--- src/rtl/bus_dma_pkg.sv ---
// Shared constants and types for the bus DMA engine and its bus arbiter.
package bus_dma_pkg;

    localparam int unsigned DATA_WIDTH = 16;
    localparam int unsigned ADDR_WIDTH = 16;
    localparam int unsigned STATE_W    = 2;

    localparam logic [STATE_W-1:0] IDLE   = 2'd0;
    localparam logic [STATE_W-1:0] RUN    = 2'd1;
    localparam logic [STATE_W-1:0] FINISH = 2'd2;

    localparam logic MODE_COPY = 1'b0;
    localparam logic MODE_FILL = 1'b1;

    typedef logic [DATA_WIDTH-1:0] word_t;
    typedef logic [ADDR_WIDTH-1:0] addr_t;

endpackage

--- src/rtl/bus_dma_if.sv ---
// On-chip memory bus as seen by the DMA initiator (master) and the responders/arbiter (slave).
interface bus_dma_if;
    import bus_dma_pkg::*;

    logic  bus_req;
    logic  bus_gnt;
    addr_t read_addr;
    word_t read_data;
    addr_t write_addr;
    word_t write_data;
    logic  write_strobe;

    modport master (
        output bus_req, read_addr, write_addr, write_data, write_strobe,
        input  bus_gnt, read_data
    );

    modport slave (
        input  bus_req, read_addr, write_addr, write_data, write_strobe,
        output bus_gnt, read_data
    );
endinterface

--- src/rtl/bus_dma_hold_buf.sv ---
// One-entry skid register catching a read word that returns in a cycle without bus grant.
module dma_hold_buf
    import bus_dma_pkg::*;
(
    input  logic  i_clk,
    input  logic  i_rst_n,
    input  logic  i_load,
    input  logic  i_drain,
    input  word_t i_data,
    output logic  o_valid,
    output word_t o_data
);
    logic  r_valid;
    word_t r_data;

    // A load and a drain never coincide: loads only happen while the bus is not granted.
    always_ff @(posedge i_clk) begin
        if (!i_rst_n) begin
            r_valid <= 1'b0;
            r_data  <= '0;
        end else if (i_load) begin
            r_valid <= 1'b1;
            r_data  <= i_data;
        end else if (i_drain) begin
            r_valid <= 1'b0;
        end
    end

    assign o_valid = r_valid;
    assign o_data  = r_data;
endmodule

--- src/rtl/bus_dma.sv ---
// Bus initiator that block-copies or block-fills 16-bit words on the memory bus.
// Read data returns one cycle after read_addr; a hold buffer keeps words that return ungranted.
module bus_dma
    import bus_dma_pkg::*;
(
    input  logic                  i_clk,
    input  logic                  i_rst_n,
    input  logic                  start,
    input  logic                  mode,
    input  addr_t                 src_addr,
    input  addr_t                 dst_addr,
    input  logic [ADDR_WIDTH-1:0] length,
    input  word_t                 fill_value,
    output logic                  busy,
    output logic                  done,
    bus_dma_if.master             bus
);
    logic [STATE_W-1:0] r_state, w_state_nxt;
    logic  r_busy, r_done, r_mode, r_rd_pend;
    word_t r_fill;
    addr_t r_src, r_dst, r_rd_left, r_wr_left;

    logic  w_accept, w_rd_issue, w_wr_fire, w_hold_load, w_hold_drain, w_hold_valid;
    word_t w_hold_data, w_wr_data;

    assign w_accept = (r_state == IDLE) && start;

    // Next state plus per-cycle read/write decisions; a held word is written before newer data.
    always_comb begin
        w_state_nxt = r_state;
        w_rd_issue  = 1'b0;
        w_wr_fire   = 1'b0;
        w_hold_load = 1'b0;
        w_wr_data   = r_fill;
        case (r_state)
            IDLE: begin
                if (start) w_state_nxt = (length == '0) ? FINISH : RUN;
            end
            RUN: begin
                if (r_mode == MODE_FILL) begin
                    w_wr_fire = bus.bus_gnt;
                end else begin
                    w_wr_fire   = bus.bus_gnt & (w_hold_valid | r_rd_pend);
                    w_rd_issue  = bus.bus_gnt & (r_rd_left != '0);
                    w_hold_load = ~bus.bus_gnt & r_rd_pend;
                    w_wr_data   = w_hold_valid ? w_hold_data : bus.read_data;
                end
                if (w_wr_fire && (r_wr_left == ADDR_WIDTH'(1))) w_state_nxt = FINISH;
            end
            FINISH:  w_state_nxt = IDLE;
            default: w_state_nxt = IDLE;
        endcase
    end

    assign w_hold_drain = w_wr_fire & w_hold_valid;

    dma_hold_buf u_hold_buf (
        .i_clk   (i_clk),
        .i_rst_n (i_rst_n),
        .i_load  (w_hold_load),
        .i_drain (w_hold_drain),
        .i_data  (bus.read_data),
        .o_valid (w_hold_valid),
        .o_data  (w_hold_data)
    );

    always_ff @(posedge i_clk) begin
        if (!i_rst_n) begin
            r_state <= IDLE;
            r_busy  <= 1'b0;
            r_done  <= 1'b0;
        end else begin
            r_state <= w_state_nxt;
            r_busy  <= (w_state_nxt != IDLE);
            r_done  <= (w_state_nxt == FINISH);
        end
    end

    // Transfer parameters are captured once at accept; pointers wrap naturally at 16 bits.
    always_ff @(posedge i_clk) begin
        if (!i_rst_n) begin
            r_mode    <= MODE_COPY;
            r_fill    <= '0;
            r_src     <= '0;
            r_dst     <= '0;
            r_rd_left <= '0;
            r_wr_left <= '0;
            r_rd_pend <= 1'b0;
        end else begin
            r_rd_pend <= w_rd_issue;
            if (w_accept) begin
                r_mode    <= mode;
                r_fill    <= fill_value;
                r_src     <= src_addr;
                r_dst     <= dst_addr;
                r_wr_left <= length;
                r_rd_left <= (mode == MODE_COPY) ? length : '0;
            end else begin
                if (w_rd_issue) begin
                    r_src     <= r_src + ADDR_WIDTH'(1);
                    r_rd_left <= r_rd_left - ADDR_WIDTH'(1);
                end
                if (w_wr_fire) begin
                    r_dst     <= r_dst + ADDR_WIDTH'(1);
                    r_wr_left <= r_wr_left - ADDR_WIDTH'(1);
                end
            end
        end
    end

    assign busy             = r_busy;
    assign done             = r_done;
    assign bus.bus_req      = r_busy;
    assign bus.read_addr    = r_src;
    assign bus.write_addr   = r_dst;
    // Strobe must follow the grant within the same cycle, so it is decoded, not registered.
    assign bus.write_strobe = w_wr_fire & i_rst_n;
    assign bus.write_data   = w_wr_fire ? w_wr_data : '0;
endmodule

--- src/flat_wrapper.sv ---
// flat-port wrapper written by rule: the top's interface ports become plain ports
module bus_dma_flat import bus_dma_pkg::*;
  (i_clk, i_rst_n, start, mode, src_addr, dst_addr, length, fill_value, busy, done, bus_bus_req, bus_read_addr, bus_write_addr, bus_write_data, bus_write_strobe, bus_bus_gnt, bus_read_data);
  bus_dma_if bus_i ();
  input  logic i_clk;
  input  logic i_rst_n;
  input  logic start;
  input  logic mode;
  input  addr_t src_addr;
  input  addr_t dst_addr;
  input  logic [ADDR_WIDTH-1:0] length;
  input  word_t fill_value;
  output logic busy;
  output logic done;
  output wire logic [$bits(bus_i.bus_req)-1:0] bus_bus_req;
  output wire logic [$bits(bus_i.read_addr)-1:0] bus_read_addr;
  output wire logic [$bits(bus_i.write_addr)-1:0] bus_write_addr;
  output wire logic [$bits(bus_i.write_data)-1:0] bus_write_data;
  output wire logic [$bits(bus_i.write_strobe)-1:0] bus_write_strobe;
  input wire logic [$bits(bus_i.bus_gnt)-1:0] bus_bus_gnt;
  input wire logic [$bits(bus_i.read_data)-1:0] bus_read_data;
  assign bus_bus_req = bus_i.bus_req;
  assign bus_read_addr = bus_i.read_addr;
  assign bus_write_addr = bus_i.write_addr;
  assign bus_write_data = bus_i.write_data;
  assign bus_write_strobe = bus_i.write_strobe;
  assign bus_i.bus_gnt = bus_bus_gnt;
  assign bus_i.read_data = bus_read_data;
  bus_dma u_core (.i_clk(i_clk), .i_rst_n(i_rst_n), .start(start), .mode(mode), .src_addr(src_addr), .dst_addr(dst_addr), .length(length), .fill_value(fill_value), .busy(busy), .done(done), .bus(bus_i));
endmodule
--- config.mk ---
export PLATFORM = sky130hd
export DESIGN_NAME = bus_dma_flat
export DESIGN_NICKNAME = d
export VERILOG_FILES = /design/src/rtl/bus_dma_pkg.sv /design/src/rtl/bus_dma_if.sv /design/src/rtl/bus_dma_hold_buf.sv /design/src/rtl/bus_dma.sv /design/src/flat_wrapper.sv
export SDC_FILE = /design/constraint.sdc
export NUM_CORES = 1
export LEC_CHECK = 0
export BUFFER_PORTS_ARGS = -buffer_cell sky130_fd_sc_hd__buf_2
export CAP_MARGIN = 10
export CORE_ASPECT_RATIO = 1.5
export CORE_MARGIN = 5
export CORE_UTILIZATION = 49
export DETAILED_ROUTE_END_ITERATION = 12
export PLACE_DENSITY = 0.77
export SYNTH_ARGS = -nofsm -noshare
export SYNTH_HDL_FRONTEND = slang
export SYNTH_SLANG_ARGS = --single-unit
--- constraint.sdc ---
create_clock -name i_clk -period 2.3 [get_ports i_clk]
set_clock_uncertainty 0.15 [all_clocks]
set_input_delay 0.115 -clock i_clk [delete_from_list [all_inputs] [get_ports i_clk]]
set_output_delay 0.115 -clock i_clk [all_outputs]
set_load 0.03 [all_outputs]
# Word-level counts from Yosys, hierarchy flattened
# Index checks and enable logic that the tools add are counted.
# word_totals
register_bits,103
latchBits,0
ram_bits,0
rom_bits,0
in_bits,85
output_inout_bits,52
wordCells,61
mem_count,0
# op_classes
n_addsub,4
mul,0
div,0
magnitude_cmp,0
eq_ne,3
shifts,0
mux,26
n_bitwise,7
n_reduce_logical,9
# ops
op,count
16-bit two-way mux,13
"16-bit by 1-bit adder with 16-bit output, second input constant",2
"16-bit by 1-bit subtractor with 16-bit output, second input constant",2
"16-bit by 1-bit == test with 1-bit output, second input constant",1
16-bit logical NOT,1
16-bit nonzero test,1
1-bit two-way mux,9
2-bit nonzero test,4
2-bit two-way mux,3
1-bit AND,5
2-bit case mux with 2 select lines,1
"2-bit by 1-bit == test with 1-bit output, second input constant",1
"2-bit == test, second input constant",1
1-bit logical AND,2
2-bit logical NOT,1
1-bit inverter,1
1-bit OR,1

# Longest topological paths before layout
# depth
ltp_word,8
mapped_depth,9
ltp_nobuf,6

# By module
# A second synthesis with hierarchy kept.
# hier_totals
hier_cells,660
hier_area_um2,5361.4
# modules_own_cells
module,instances,cells_each,area_each_um2,seq_area_each_um2
bus_dma,1,606,4712.0,1721.7
dma_hold_buf,1,54,649.4,340.3

# Worst setup path before layout
# No wires, ideal clock.
# synth_path
path_kind,register to output
startpoint,reg u_core.r_state[0]
endpoint,out bus_write_data[10]
t_arrival_ns,2.183
required_ns,2.035
slack_ns,-0.148
stages_incl_launch_ff,7
path_buffers,3
cell_sequence,dfxtp_1 > clkbuf_1 > nor2b_1 > nand2_1 > clkbuf_1 > buf_1 > a211oi_1
# synth_via
elab_chain_len,3
word_cells_on_any_way,4
classes_between,1 x eq/ne; 3 x mux
# synth_lines
element,line_no,source
"start, declared",bus_dma.sv:18,"logic [STATE_W-1:0] r_state, w_state_nxt;"
"start signal, assigned",bus_dma.sv:73,r_state <= w_state_nxt;
2-bit by 1-bit == test with 1-bit output (*),bus_dma.sv:35,case (r_state)
16-bit two-way mux or 1-bit two-way mux (tied branches),bus_dma.sv:35,
16-bit two-way mux (*),bus_dma.sv:118,assign bus.write_data = w_wr_fire ? w_wr_data : '0;
"end, declared",flat_wrapper.sv:18,output wire logic [$bits(bus_i.write_data)-1:0] bus_write_data;
# Mark *: on every way between the ends. The rest lies on a longest branch, timed or not.

# Worst setup path in the final report
# layout_path
startpoint,reg u_core.r_rd_left[1]
endpoint,reg u_core.r_rd_left[5]
# layout_via
elab_chain_len,5
word_cells_on_any_way,8
classes_between,1 x add/sub; 4 x mux; 1 x bitwise; 2 x reduce/logical
# layout_lines
element,line_no,source
"start, declared",bus_dma.sv:21,"addr_t r_src, r_dst, r_rd_left, r_wr_left;"
"start signal, assigned",bus_dma.sv:97,r_rd_left <= (mode == MODE_COPY) ? length : '0;
"start signal, assigned",bus_dma.sv:101,r_rd_left <= r_rd_left - ADDR_WIDTH'(1);
branches (longest 5 deep; another with 16-bit by 1-bit subtractor with 16-bit output),-,
# Several ways; the timed one is not identified. The select of a mux whose other input is x is not followed.
# A chain may end at the register's enable or synchronous reset.

==> impl_metrics.csv <==
group,metric,value,unit
sta,final-hold-violation-count,0,
sta,relative_slew_slack,0.475,
layout,antenna-diode-count,0,
placed_design,gpl.final_weighted_congestion,0.902,
worst_hold_path,min_delay_path_depth,3,
synth,asyncSetResetFlopFracSynth,0,
placed_design,placedInstanceArea,6680,um^2
pwr,power.leakage,3.09,nW
pwr,worst_case_vdd_ir_drop,0.000391,V
floorplan,num_rows,48,
synth,synth.yosys.warnings,0,
pwr,combPwrFrac,0.272,
layout,final_cells,1085,
global_route,global_route.overflow_total,0,
pwr,net-switching-power,1.64,mW
synth,synthTopCellsByArea,"sky130_fd_sc_hd__dfxtp_1 37%, sky130_fd_sc_hd__nand2_1 7.9%, sky130_fd_sc_hd__a21oi_1 4.8%",
synth,netlist-cell-type-count,63,
drt,drt_first_pass_iters,5,
global_route,globalRouteTotalUtil,0.284,
cts,cts.root.buffer_cell,"sky130_fd_sc_hd__clkbuf_16",
critical_path,crit_arrival,2.33,ns
synth,syn-cell-area,5630,um^2
pwr,pwr_density_cell,667,nW/um^2
critical_path,path_class,"reg -> reg",
sta,rsz_0062_raised_after_global_routing,"yes",
pwr,seq_power_share,0.394,
worst_hold_path,hold-path-endpoint,"u_core.bus.write_addr[2]$_SDFFE_PN0P_",
floorplan,design.core.area,11400,um^2
global_route,grt_max_degree,63,
drt,post-route-drc-count,0,
worst_hold_path,timing.hold.worst.start,"dst_addr[2]",
drt,wirelength,19900,um
layout,layout_commonest_cell,"sky130_fd_sc_hd__buf_2",
drt,first_iter_violations,549,
layout,final_nets,1021,
synth,synth_top_cell_by_area,"sky130_fd_sc_hd__dfxtp_1",
drt,detail_route.vias_per_cell,6.22,
critical_path,worst_setup_path_start_kind,"flop",
cts,path_clk_slew,0.07,ns
global_route,grt_pass1_vias,6945,
cts,inserted_clock_buffers,9,
layout,fill_cells,914,
floorplan,initial_cell_density_of_the_core,0.493,
floorplan,dieArea,13800,um^2
flow_run,timing.max_cap.violations,0,
layout,area_growth_from_synthesis_to_layout,39.7,%
sta,peak_freq,445,MHz
pwr,power.share.clock,0.334,
synth,syn_nets,812,
critical_path,end_kind,"flop",
worst_hold_path,hold_class,"in -> reg",
drt,postRouteAntennaNets,0,
synth,synth_edf_count,0,
layout,drive_above_1_share,0.243,
placed_design,port_buffers,136,
pwr,swShare,0.314,
synth,post_synth_top_area_share,0.366,
placed_design,dpl.cell_count,993,
critical_path,critPathMaxFanout,7,
cts,cts.path.max_buffers,2,
run_status,run_status,"finished, final reports clean",
drt,average_wire_per_cell_in_the_routed_design,18.4,um
cts,insertion_delay,0.34,ns
floorplan,die_height,141,um
critical_path,worst_r2r_endpoint,"u_core.r_rd_left[5]$_SDFFE_PN0P_",
pwr,power.internal,3.60,mW
critical_path,req_time_crit_path,2.38,ns
sta,final-max-slew-violation-count,0,
synth,postSynthAreaPerCell,7.80,um^2
cts,clock_tree_from_tritoncts,"done",
drt,routed-via-count,6751,
synth,yosys_reg_bits,103,
critical_path,worst-r2r-cell-count,7,
sta,min_period,2.25,ns
floorplan,fp.dieW,97.5,um
layout,layout.cells.most_common_list,"135 x sky130_fd_sc_hd__buf_2, 118 x sky130_fd_sc_hd__nand2_1, 98 x sky130_fd_sc_hd__dfxtp_1, 73 x sky130_fd_sc_hd__dlygate4sd3_1, 54 x sky130_fd_sc_hd__a21oi_1",
floorplan,io-pin-count,137,
layout,finalInstanceArea,7860,um^2
cts,clock_tree.htree_level_count,3,
sta,finalSetupViolCount,0,
synth,synth_cells,721,
synth,dominantRegCellSynth,"sky130_fd_sc_hd__dfxtp_1",
critical_path,r2r_slack,0.05,ns
cts,cts.sink_count,103,
sta,post-route-period-util,0.977,
global_route,global_route_wire_length_before_repair,32700,um
placed_design,dp_hpwl,13200,um
sta,worst_slew_pin_slew,0.785,ns
synth,yosysSeqAreaShare,0.366,
critical_path,beginning_of_the_worst_register_to_register_path,"u_core.r_rd_left[1]$_SDFFE_PN0P_",
global_route,antenna_found_initial,0,
## sequential cells by signal, indices dropped and copies added (netlist names), 2 cells and up
signal                    count
u_core.bus.read_addr         16
u_core.r_rd_left             16
u_core.r_fill                16
u_core.u_hold_buf.o_data     16
u_core.r_state                2
u_core.bus.write_addr        16
u_core.r_wr_left             16
## routing by layer
layer	GRT usage	vias up	share of wire	routed length, um
li1	-	3143	-	-
met1	0.305	3155	0.36	7220
met2	0.510	359	0.52	10400
met3	0.0550	94	0.067	1330
met4	0.174	0	0.051	1020
met5	0	-	0	0
## worst max-delay path by stage
stage                                           startpoint                           endpoint  slack [ns]
after CTS                 u_core.r_wr_left[0]$_SDFFE_PN0P_   u_core.r_wr_left[6]$_SDFFE_PN0P_       0.006
after detailed placement  u_core.r_rd_left[1]$_SDFFE_PN0P_  u_core.r_rd_left[11]$_SDFFE_PN0P_       -0.08
final                     u_core.r_rd_left[1]$_SDFFE_PN0P_   u_core.r_rd_left[5]$_SDFFE_PN0P_        0.05
after global placement    u_core.r_rd_left[0]$_SDFFE_PN0P_   u_core.r_rd_left[8]$_SDFFE_PN0P_        0.05
after global routing      u_core.r_rd_left[1]$_SDFFE_PN0P_   u_core.r_rd_left[5]$_SDFFE_PN0P_       -0.02
after floorplan               u_core.r_state[0]$_SDFF_PN0_                 bus_write_data[10]       -0.15
## power by group through the flow
stage	Clock (mW)	Combinational [mW]	Sequential [mW]
5_1_grt	1.84	1.54	2.08
3_3_place_gp	0	1.23	2.08
4_1_cts	1.76	1.37	2.05
6_report	1.75	1.43	2.07
2_1_floorplan	0	0.683	2.17
3_5_place_dp	0	1.25	2.09
## worst max-delay path: stages, from the launching register on
cell and delay (ns):
sky130_fd_sc_hd__dfxtp_1 0.36, sky130_fd_sc_hd__inv_2 0.06, sky130_fd_sc_hd__ha_1 0.19, sky130_fd_sc_hd__nor4b_1 0.15, sky130_fd_sc_hd__and4_2 0.30, sky130_fd_sc_hd__buf_4 0.17
sky130_fd_sc_hd__or4_1 0.48, sky130_fd_sc_hd__a32o_1 0.27
## per-stage QoR
step	hold WS [ns]	worst slack [ns]	power, mW	util	setup TNS, ns
finish	0.0184	0.0531	5.24	0.689	0
global route	0.00670	-0.0193	5.46	0.689	-0.0443
CTS	0.0130	0.00551	5.18	0.681	0
detailed placement	0.171	-0.0839	3.34	0.586	-0.0839
global placement	0.167	0.0498	3.31	0.586	0
floorplan	0.0736	-0.148	2.85	-	-1.96
## Yosys cell counts, types with 8 or more instances
cell type and count:
sky130_fd_sc_hd__a211oi_1 26, sky130_fd_sc_hd__a21oi_1 54, sky130_fd_sc_hd__a311oi_1 8, sky130_fd_sc_hd__a31oi_1 11, sky130_fd_sc_hd__buf_2 8, sky130_fd_sc_hd__clkbuf_1 41
sky130_fd_sc_hd__dfxtp_1 103, sky130_fd_sc_hd__inv_1 11, sky130_fd_sc_hd__mux2i_1 18, sky130_fd_sc_hd__nand2_1 118, sky130_fd_sc_hd__nand3_1 28, sky130_fd_sc_hd__nand4_1 15
sky130_fd_sc_hd__nor2_1 42, sky130_fd_sc_hd__nor3_1 28, sky130_fd_sc_hd__nor4_1 17, sky130_fd_sc_hd__o211ai_1 12, sky130_fd_sc_hd__o21ai_0 33, sky130_fd_sc_hd__or3_1 12
sky130_fd_sc_hd__or4_1 19
## what timing repair did
action                                  4_1_cts  5_1_grt
resized for setup                             3       18
cloned                                        0        0
pin swaps                                     1        2
endpoints found under the setup margin        3       31
endpoints found under the hold margin        77        0
setup buffers                                 1        2
hold buffers                                 73        0
## kinds of logic (layout without fill, tap and decap cells)
logic type,count (synthesis),count (layout),synth area share
muxes,18,18,0.0320
xor gates and xnor gates,3,3,0.00467
and+or+nand+nor,318,318,0.286
DFF,103,103,0.366
AOI/OAI and AO/OA,205,205,0.250
buffers and inverters,68,282,0.0478
adders and majority gates,6,6,0.0133
## cell type report
class	count	area (um^2)	area share
Timing Repair Buffer	254	1840	0.234
Sequential cell	103	2070	0.263
Clock inverter	2	60.1	0.00764
Inverter	12	45.0	0.00573
Clock buffer	14	284	0.0361
Tap cell	150	188	0.0239
Multi-Input combinational cell	550	3380	0.430
Power figures use the tool's default switching activity.
